--- config.mk ---
export PLATFORM = sky130hd
export DESIGN_NAME = alu_ctrl_stage_flat
export DESIGN_NICKNAME = d
export VERILOG_FILES = /design/src/rtl/alu_ctrl_stage_pkg.sv /design/src/rtl/alu_ctrl_stage_if.sv /design/src/rtl/alu_ctrl_stage_dec.sv /design/src/rtl/alu_ctrl_stage.sv /design/src/flat_wrapper.sv
export SDC_FILE = /design/constraint.sdc
export NUM_CORES = 1
export LEC_CHECK = 0
export BUFFER_PORTS_ARGS = -buffer_cell sky130_fd_sc_hd__buf_2
export CAP_MARGIN = 25
export CORE_MARGIN = 2
export CORE_UTILIZATION = 46
export CTS_BUF_LIST = sky130_fd_sc_hd__clkbuf_16
export DETAILED_ROUTE_END_ITERATION = 12
export PLACE_DENSITY_LB_ADDON = 0.25
export SLEW_MARGIN = 20
export SYNTH_ARGS = -nofsm -noshare
export SYNTH_HDL_FRONTEND = slang
export SYNTH_SLANG_ARGS = --single-unit
--- constraint.sdc ---
create_clock -name clk_i -period 1.27 [get_ports clk_i]
set_clock_uncertainty 0.15 [all_clocks]
set_input_delay 0.127 -clock clk_i [delete_from_list [all_inputs] [get_ports clk_i]]
set_output_delay 0.127 -clock clk_i [all_outputs]
set_load 0.01 [all_outputs]
--- src/rtl/alu_ctrl_stage_pkg.sv ---
// Shared ALU control definitions: ALU op codes, ALUOp encodings, supported
// R-type funct codes and the buffered entry type used by alu_ctrl_stage.
// Intended to be imported by both this stage and the ALU itself.
package alu_ctrl_stage_pkg;

  // ALU operation codes (ALU ctrl_i port encoding)
  typedef enum logic [3:0] {
    ALU_AND = 4'b0000,
    ALU_OR  = 4'b0001,
    ALU_ADD = 4'b0010,
    ALU_SUB = 4'b0110,
    ALU_SLT = 4'b0111,
    ALU_NOR = 4'b1100
  } alu_ctrl_e;

  // ALUOp from main control
  localparam logic [1:0] ALUOP_ADD   = 2'b00;
  localparam logic [1:0] ALUOP_SUB   = 2'b01;
  localparam logic [1:0] ALUOP_RTYPE = 2'b10;
  localparam logic [1:0] ALUOP_SLT   = 2'b11;

  // Supported R-type funct codes
  localparam logic [5:0] FUNCT_ADD = 6'b100000;
  localparam logic [5:0] FUNCT_SUB = 6'b100010;
  localparam logic [5:0] FUNCT_AND = 6'b100100;
  localparam logic [5:0] FUNCT_OR  = 6'b100101;
  localparam logic [5:0] FUNCT_SLT = 6'b101010;
  localparam logic [5:0] FUNCT_NOR = 6'b100111;

  // One buffered decoded request
  typedef struct packed {
    logic [3:0] ctrl;
    logic [4:0] rd;
    logic       illegal;
    logic       valid;
  } stage_entry_t;

  // Idle/reset contents: outputs show an ADD with tag 0 when nothing is held
  localparam stage_entry_t ENTRY_RST = '{ctrl: ALU_ADD, rd: 5'd0, illegal: 1'b0, valid: 1'b0};

endpackage

--- src/rtl/alu_ctrl_stage_if.sv ---
// Handshake bundle for alu_ctrl_stage.
// Upstream side : valid_i, ready_o, alu_op_i, funct_i, rd_i
// Downstream side: valid_o, ready_i, ctrl_o, rd_o, illegal_o
// slave  = the stage itself, master = the surrounding logic / bench.
interface alu_ctrl_stage_if;
  logic       valid_i;
  logic       ready_o;
  logic [1:0] alu_op_i;
  logic [5:0] funct_i;
  logic [4:0] rd_i;
  logic       valid_o;
  logic       ready_i;
  logic [3:0] ctrl_o;
  logic [4:0] rd_o;
  logic       illegal_o;

  modport slave (
    input  valid_i, alu_op_i, funct_i, rd_i, ready_i,
    output ready_o, valid_o, ctrl_o, rd_o, illegal_o
  );

  modport master (
    output valid_i, alu_op_i, funct_i, rd_i, ready_i,
    input  ready_o, valid_o, ctrl_o, rd_o, illegal_o
  );
endinterface

--- src/rtl/alu_ctrl_stage_dec.sv ---
// alu_ctrl_dec: combinational ALU control decode.
// Ports: i_alu_op (ALUOp), i_funct (instruction funct) ->
//        o_ctrl (ALU op code), o_illegal (unsupported R-type funct).
module alu_ctrl_dec
  import alu_ctrl_stage_pkg::*;
(
  input  logic [1:0] i_alu_op,
  input  logic [5:0] i_funct,
  output logic [3:0] o_ctrl,
  output logic       o_illegal
);

  always_comb begin
    o_ctrl    = ALU_ADD;
    o_illegal = 1'b0;
    case (i_alu_op)
      ALUOP_ADD: o_ctrl = ALU_ADD;
      ALUOP_SUB: o_ctrl = ALU_SUB;
      ALUOP_SLT: o_ctrl = ALU_SLT;
      default: begin
        case (i_funct)
          FUNCT_ADD: o_ctrl = ALU_ADD;
          FUNCT_SUB: o_ctrl = ALU_SUB;
          FUNCT_AND: o_ctrl = ALU_AND;
          FUNCT_OR:  o_ctrl = ALU_OR;
          FUNCT_SLT: o_ctrl = ALU_SLT;
          FUNCT_NOR: o_ctrl = ALU_NOR;
          // Unknown funct still issues as ADD so the ALU sees a benign op
          default:   o_illegal = 1'b1;
        endcase
      end
    endcase
  end

endmodule

--- src/rtl/alu_ctrl_stage.sv ---
// alu_ctrl_stage: decodes ALUOp/funct into an ALU op code and buffers it in a
// two-entry skid buffer (main M drives outputs, skid S catches the request
// accepted in the cycle downstream stalls).
// Ports: clk_i  - clock
//        rst_i  - synchronous active-low reset
//        bus    - alu_ctrl_stage_if.slave handshake bundle
module alu_ctrl_stage
  import alu_ctrl_stage_pkg::*;
(
  input  logic              clk_i,
  input  logic              rst_i,
  alu_ctrl_stage_if.slave   bus
);

  stage_entry_t r_m, r_s;
  stage_entry_t w_new;
  logic [3:0]   w_ctrl;
  logic         w_illegal;
  logic         w_accept;

  alu_ctrl_dec u_dec (
    .i_alu_op  (bus.alu_op_i),
    .i_funct   (bus.funct_i),
    .o_ctrl    (w_ctrl),
    .o_illegal (w_illegal)
  );

  // ready_o depends only on a register, so it never combinationally
  // follows ready_i.
  assign bus.ready_o   = ~r_s.valid;
  assign bus.valid_o   = r_m.valid;
  assign bus.ctrl_o    = r_m.ctrl;
  assign bus.rd_o      = r_m.rd;
  assign bus.illegal_o = r_m.illegal;

  assign w_accept = bus.valid_i & ~r_s.valid;
  assign w_new    = '{ctrl: w_ctrl, rd: bus.rd_i, illegal: w_illegal, valid: 1'b1};

  always_ff @(posedge clk_i) begin
    if (!rst_i) begin
      r_m <= ENTRY_RST;
      r_s <= ENTRY_RST;
    end else if (w_accept) begin
      // S is empty whenever we accept, so the new entry goes to M if M is
      // free or leaving this edge, otherwise it parks in S.
      if (!r_m.valid || bus.ready_i) r_m <= w_new;
      else                           r_s <= w_new;
    end else if (r_s.valid && bus.ready_i) begin
      r_m       <= r_s;
      r_s.valid <= 1'b0;
    end else if (r_m.valid && bus.ready_i) begin
      r_m.valid <= 1'b0;
    end
  end

endmodule

--- src/flat_wrapper.sv ---
// flat-port wrapper written by rule: the top's interface ports become plain ports
module alu_ctrl_stage_flat import alu_ctrl_stage_pkg::*;
  (clk_i, rst_i, bus_valid_i, bus_alu_op_i, bus_funct_i, bus_rd_i, bus_ready_i, bus_ready_o, bus_valid_o, bus_ctrl_o, bus_rd_o, bus_illegal_o);
  alu_ctrl_stage_if bus_i ();
  input  logic clk_i;
  input  logic rst_i;
  input wire logic [$bits(bus_i.valid_i)-1:0] bus_valid_i;
  input wire logic [$bits(bus_i.alu_op_i)-1:0] bus_alu_op_i;
  input wire logic [$bits(bus_i.funct_i)-1:0] bus_funct_i;
  input wire logic [$bits(bus_i.rd_i)-1:0] bus_rd_i;
  input wire logic [$bits(bus_i.ready_i)-1:0] bus_ready_i;
  output wire logic [$bits(bus_i.ready_o)-1:0] bus_ready_o;
  output wire logic [$bits(bus_i.valid_o)-1:0] bus_valid_o;
  output wire logic [$bits(bus_i.ctrl_o)-1:0] bus_ctrl_o;
  output wire logic [$bits(bus_i.rd_o)-1:0] bus_rd_o;
  output wire logic [$bits(bus_i.illegal_o)-1:0] bus_illegal_o;
  assign bus_i.valid_i = bus_valid_i;
  assign bus_i.alu_op_i = bus_alu_op_i;
  assign bus_i.funct_i = bus_funct_i;
  assign bus_i.rd_i = bus_rd_i;
  assign bus_i.ready_i = bus_ready_i;
  assign bus_ready_o = bus_i.ready_o;
  assign bus_valid_o = bus_i.valid_o;
  assign bus_ctrl_o = bus_i.ctrl_o;
  assign bus_rd_o = bus_i.rd_o;
  assign bus_illegal_o = bus_i.illegal_o;
  alu_ctrl_stage u_core (.clk_i(clk_i), .rst_i(rst_i), .bus(bus_i));
endmodule
### Word-level counts from Yosys, hierarchy flattened

Index checks and enable logic that the tools add are counted.

| word-level totals | value |
|---|---|
| register bits after elaboration | 22 |
| input bits | 17 |
| output and inout bits | 12 |
| logic and storage cells | 46 |

| operators by class | value |
|---|---|
| eq/ne operators | 10 |
| mux-type cells | 12 |
| bitwise operators | 3 |
| reduce and logical (&&, ||, !) cells | 13 |

Operators by type and width:

| kind | count |
|---|---|
| 6-bit equality test (second input constant) | 6 |
| 11-bit 2-to-1 mux | 2 |
| 4-bit one-hot mux with 5 select lines | 1 |
| 4-bit one-hot mux with 3 select lines | 1 |
| 10-bit 2-to-1 mux | 1 |
| 2-bit AND reduction | 4 |
| 1-bit 2-to-1 mux | 7 |
| 6-bit OR reduction | 1 |
| 2-bit inequality test (second input constant) | 2 |
| 3-bit nonzero test | 1 |
| 3-bit OR reduction | 1 |
| 2-bit by 1-bit equality test with 1-bit output (second input constant) | 1 |
| 2-bit equality test (second input constant) | 1 |
| 1-bit logical AND | 2 |
| 2-bit logical NOT | 1 |
| 1-bit inverter | 2 |
| 2-bit nonzero test | 1 |
| 1-bit bitwise AND | 1 |
| 1-bit logical NOT | 1 |
| 1-bit logical OR | 1 |

### Depth between registers and ports, before layout

| logic depth | value |
|---|---|
| word-level depth | 6 |
| mapped depth | 5 |
| depth with buffers taken out | 4 |

### Cells and area by module

A second synthesis with hierarchy kept.

| unflattened totals | value |
|---|---|
| cells, all modules | 123 |
| area total of the unflattened synthesis | 1107.3 sq um |

By module, submodules not included:

| module | times used | cells each | area an instance (sq um) |
|---|---|---|---|
| alu_ctrl_stage | 1 | 105 | 979.7 |
| alu_ctrl_dec | 1 | 18 | 127.6 |

### Worst setup path after synthesis

OpenSTA, ideal clock, no wires.

| timing | value |
|---|---|
| path kind | reg2reg |
| start point | register u_core.r_m (netlist bit u_core.bus.valid_o) |
| end point | register u_core.r_s[1] (netlist bit) |
| data arrival time | 1025 ps |
| required time | 1005 ps |
| slack | -20 ps |
| cell stages (with the launch flop) | 6 |
| path buffers | 1 |
| clock period less this slack | 1290 ps |
| cell sequence | dfxtp_1 -> nand4bb_1 -> buf_4 -> nand2_1 -> o31ai_1 -> and2_1 |

| on the way | value |
|---|---|
| longest elaborated chain between the ends | 4 |

RTL lines:

| what | RTL line | source |
|---|---|---|
| start: declaration | alu_ctrl_stage.sv:15 | `stage_entry_t r_m, r_s;` |
| start signal: assignment | alu_ctrl_stage.sv:46 | `if (!r_m.valid \|\| bus.ready_i) r_m <= w_new;` |
| start signal: assignment | alu_ctrl_stage.sv:49 | `r_m <= r_s;` |
| 1-bit logical NOT | alu_ctrl_stage.sv:46 |  |
| 1-bit logical OR | alu_ctrl_stage.sv:46 |  |
| 1-bit inverter (no source line) | - |  |
| 2-bit AND reduction (no source line) | - |  |
| end signal: assignment | alu_ctrl_stage.sv:47 | `else r_s <= w_new;` |
| end: declaration | alu_ctrl_stage.sv:15 |  |

No other way between the ends.
A chain may end at the register's enable or synchronous reset.

### Worst setup path after layout

| timing | value |
|---|---|
| start point | register u_core.r_s[0] (netlist bit) |
| end point | register u_core.r_m (netlist bit u_core.bus.ctrl_o[3]) |

| on the way | value |
|---|---|
| longest elaborated chain between the ends | 4 |
| elaborated cells between the ends (all ways) | 7 |

RTL lines:

| what | RTL line | source |
|---|---|---|
| 1-bit inverter | alu_ctrl_stage.sv:36 | `assign w_accept = bus.valid_i & ~r_s.valid;` |
| 1-bit bitwise AND | alu_ctrl_stage.sv:36 |  |
| 2-bit inequality test (no source line) or 2-bit nonzero test (tied branches) | - |  |
| 2-bit AND reduction (no source line) | - |  |

Parallel ways exist; a longest one is shown, timed or not.

==> run metrics <==
Post-synth EDFFs 0; top cell type's share of synthesized area 40.2%; Setup TNS Final -0.714 ns; final core occ 70.3%; ys async rst share 0%; Top Ports 29; Slew @ Worst Pin 0.376 ns; first-pass GRT wire length 4.27 mm; final wirelength 2.80 mm; multi-input combinational cell area 648 um^2; Worst Path Arrival 1.34 ns; final-report setup violation count 17; cell area after layout 0.00157 mm^2; PwrDens 1110 mW/mm^2; initial detailed-routing violation count 8; Layout Nets 191; port bufs 28; Gate Count Post-Synth 126; relative slew slack 75.0%; number of core rows 17; clock slew at reported path FFs 0.06 ns; initial antenna violation count 0; antenna cells 0; pre-CTS worst setup slack -0.0923 ns; post-DP HPWL 1.82 mm; die area 0.00279 mm^2; Post-Syn Area 0.00110 mm^2; RSZ-0062 raised after global routing true; Core ar. 0.00223 mm^2; Tmin final 1.36 ns; gr usage total 21.5%; critical path buffer and inverter count 1; RePlAce Congestion 0.815; CP peak stage delay 0.37 ns; Mean Syn Cell Area 8.70 um^2; endpoints failing hold 0; TritonCTS clock tree built; total power after layout 1.74 mW; post-synth cell types 38; CTS Sinks 22; layout cells sized above 1 36.4%; non-filler cells, final 201; antenna-violating nets left 0; critical path type flop to flop; synth top area cells dfxtp_1 (40%), nand2_1 (8.9%), o211a_1 (4.6%); worst hold margin 0.0402 ns; dpl cells 190; Post-DP Area 0.00136 mm^2; CP max FO 10; leak pwr 0.687 nW; CP startpoint kind flop; sw frac 24.6%; HP Class primary input to flop; status finished, violations left; worst skew pair latency 0.26 ns; Initial DRT Pass Iterations 4; Max Cap Viol 0; violated checks setup timing; Synth Warn # 0; CP max-delay cell dfxtp_4; sequential cell area fraction in the yosys report 40.2%; largest net degree at the start of global routing 25; register area 445 um^2; area grow syn2layout 43.3%; initial core utilization 49.1%; Die W 52.8 um; CTS Buf Count 3; fill count 177; Tcrit/Tclk final 107%; Comb power frac 18.5%; Via density 5.39; P_sw 0.427 mW; total number of vias 1083; setup ws final -0.0867 ns; drt wl/cell 13.9 um; required time of the critical path 1.25 ns; Max Freq 737 MHz; gr ovfl total 0; DRC 0; peak supply drop 1040 uV; Synth area leader dfxtp_1; Post-synth top flop dfxtp_1; Internal 1.31 mW; CP delay by family, top compound AO/OA/AOI/OAI gates; crit-path cells nor2_1 -> o22a_2 -> buf_12 -> o21ai_1 -> a21oi_1; die height 52.8 um; most numerous cell in the Yosys netlist nand2_1; clock network fraction of design power 38.5%; vias in the first global route 1017; H-tree Lvls 1; flops & latches, synth 22; commonest cells in the synthesized netlist nand2_1 (26), dfxtp_1 (22), a21oi_1 (7); Max Slew Vio Count 0; crit end category flop; Root Driver clkbuf_16; Max Root-Sink Buffers 2; sequential power share 43.0%; synthesized net count 143
[worst reg2reg max path: cells and delay by family (launching register included)]
family	cells	cell delay [ns]
buf+inv	1	0.15
flops	1	0.37
compound gates	3	0.50
simple gates	1	0.05
[state kept, by name, summed over array words and instances (netlist names)]
| register | flops |
|---|---|
| u_core.r_s | 11 |
| u_core.bus.ctrl_o | 4 |
| u_core.bus.rd_o | 5 |
| u_core.bus.valid_o | 1 |
| u_core.bus.illegal_o | 1 |
[cell usage in the layout (no fill, tap or decap), drive strengths merged, types with 2 or more instances in the layout]
master | synthesis | routed
inv | 3 | 3
nand2b | 4 | 4
clkbuf | 2 | 4
a21boi | 7 | 7
dlygate4sd3 | 0 | 5
nor2 | 3 | 3
and2 | 2 | 2
o21ai | 6 | 6
dfxtp | 22 | 22
nand4bb | 3 | 3
a31oi | 2 | 2
nand3 | 6 | 6
nor4 | 2 | 2
nor2b | 2 | 2
buf | 5 | 44
o211ai | 3 | 3
a21oi | 7 | 7
nand2 | 26 | 26
o211a | 5 | 5
[layout make-up]
type | instances | area share [%]
clock buffer | 3 | 4.78
clock inverter | 1 | 0.239
inverter | 3 | 0.717
multi-input combinational | 94 | 41.3
sequential | 22 | 28.4
tap | 28 | 2.23
timing repair buffer | 50 | 22.4
[power groups by stage]
stage,Combinational [mW],Sequential [mW],Clock (mW)
5_1_grt,0.350,0.752,0.700
3_5_place_dp,0.274,0.762,0
4_1_cts,0.293,0.748,0.687
2_1_floorplan,0.135,0.774,0
3_3_place_gp,0.268,0.760,0
6_report,0.321,0.747,0.668
[worst paths after layout]
path                        start                   end  slack [ns]  depth (start not counted)
setup / recovery    u_core.r_s[0]  u_core.bus.ctrl_o[3]       -0.09                          5
hold reg to reg     u_core.r_s[4]         u_core.r_s[4]        0.32                          2
hold / removal    bus_alu_op_i[1]         u_core.r_s[7]        0.04                          3
setup reg to reg    u_core.r_s[0]  u_core.bus.ctrl_o[3]       -0.09                          5
[cell families (layout without fill, tap and decap cells)]
| logic type | count (synthesis) | after routing | share of synthesized area [%] |
|---|---|---|---|
| AND/OR/NAND/NOR | 56 | 56 | 28.9 |
| AO/OA/AOI/OAI | 36 | 36 | 23.4 |
| flip-flops | 22 | 22 | 40.2 |
| buffers and inverters | 10 | 57 | 5.59 |
| multiplexers | 2 | 2 | 1.94 |
[repair_timing]
item / 4_1_cts / 5_1_grt
hold endpoints to repair: 5 / 0
endpoints found under the setup margin: 17 / 19
gates resized for setup: 4 / 11
setup buffers: 0 / 1
cloned: 0 / 1
pin swaps: 1 / 1
hold buffers: 5 / 0
[metal layers]
metal	vias up	global-route usage [%]	share of wire, %
li1	546	-	-
met5	-	0	0
met2	33	36.9	48
met3	7	4.86	5.7
met1	497	25.0	44
met4	0	10.3	2.0
Note: power is estimated with default switching activity, not from simulation.
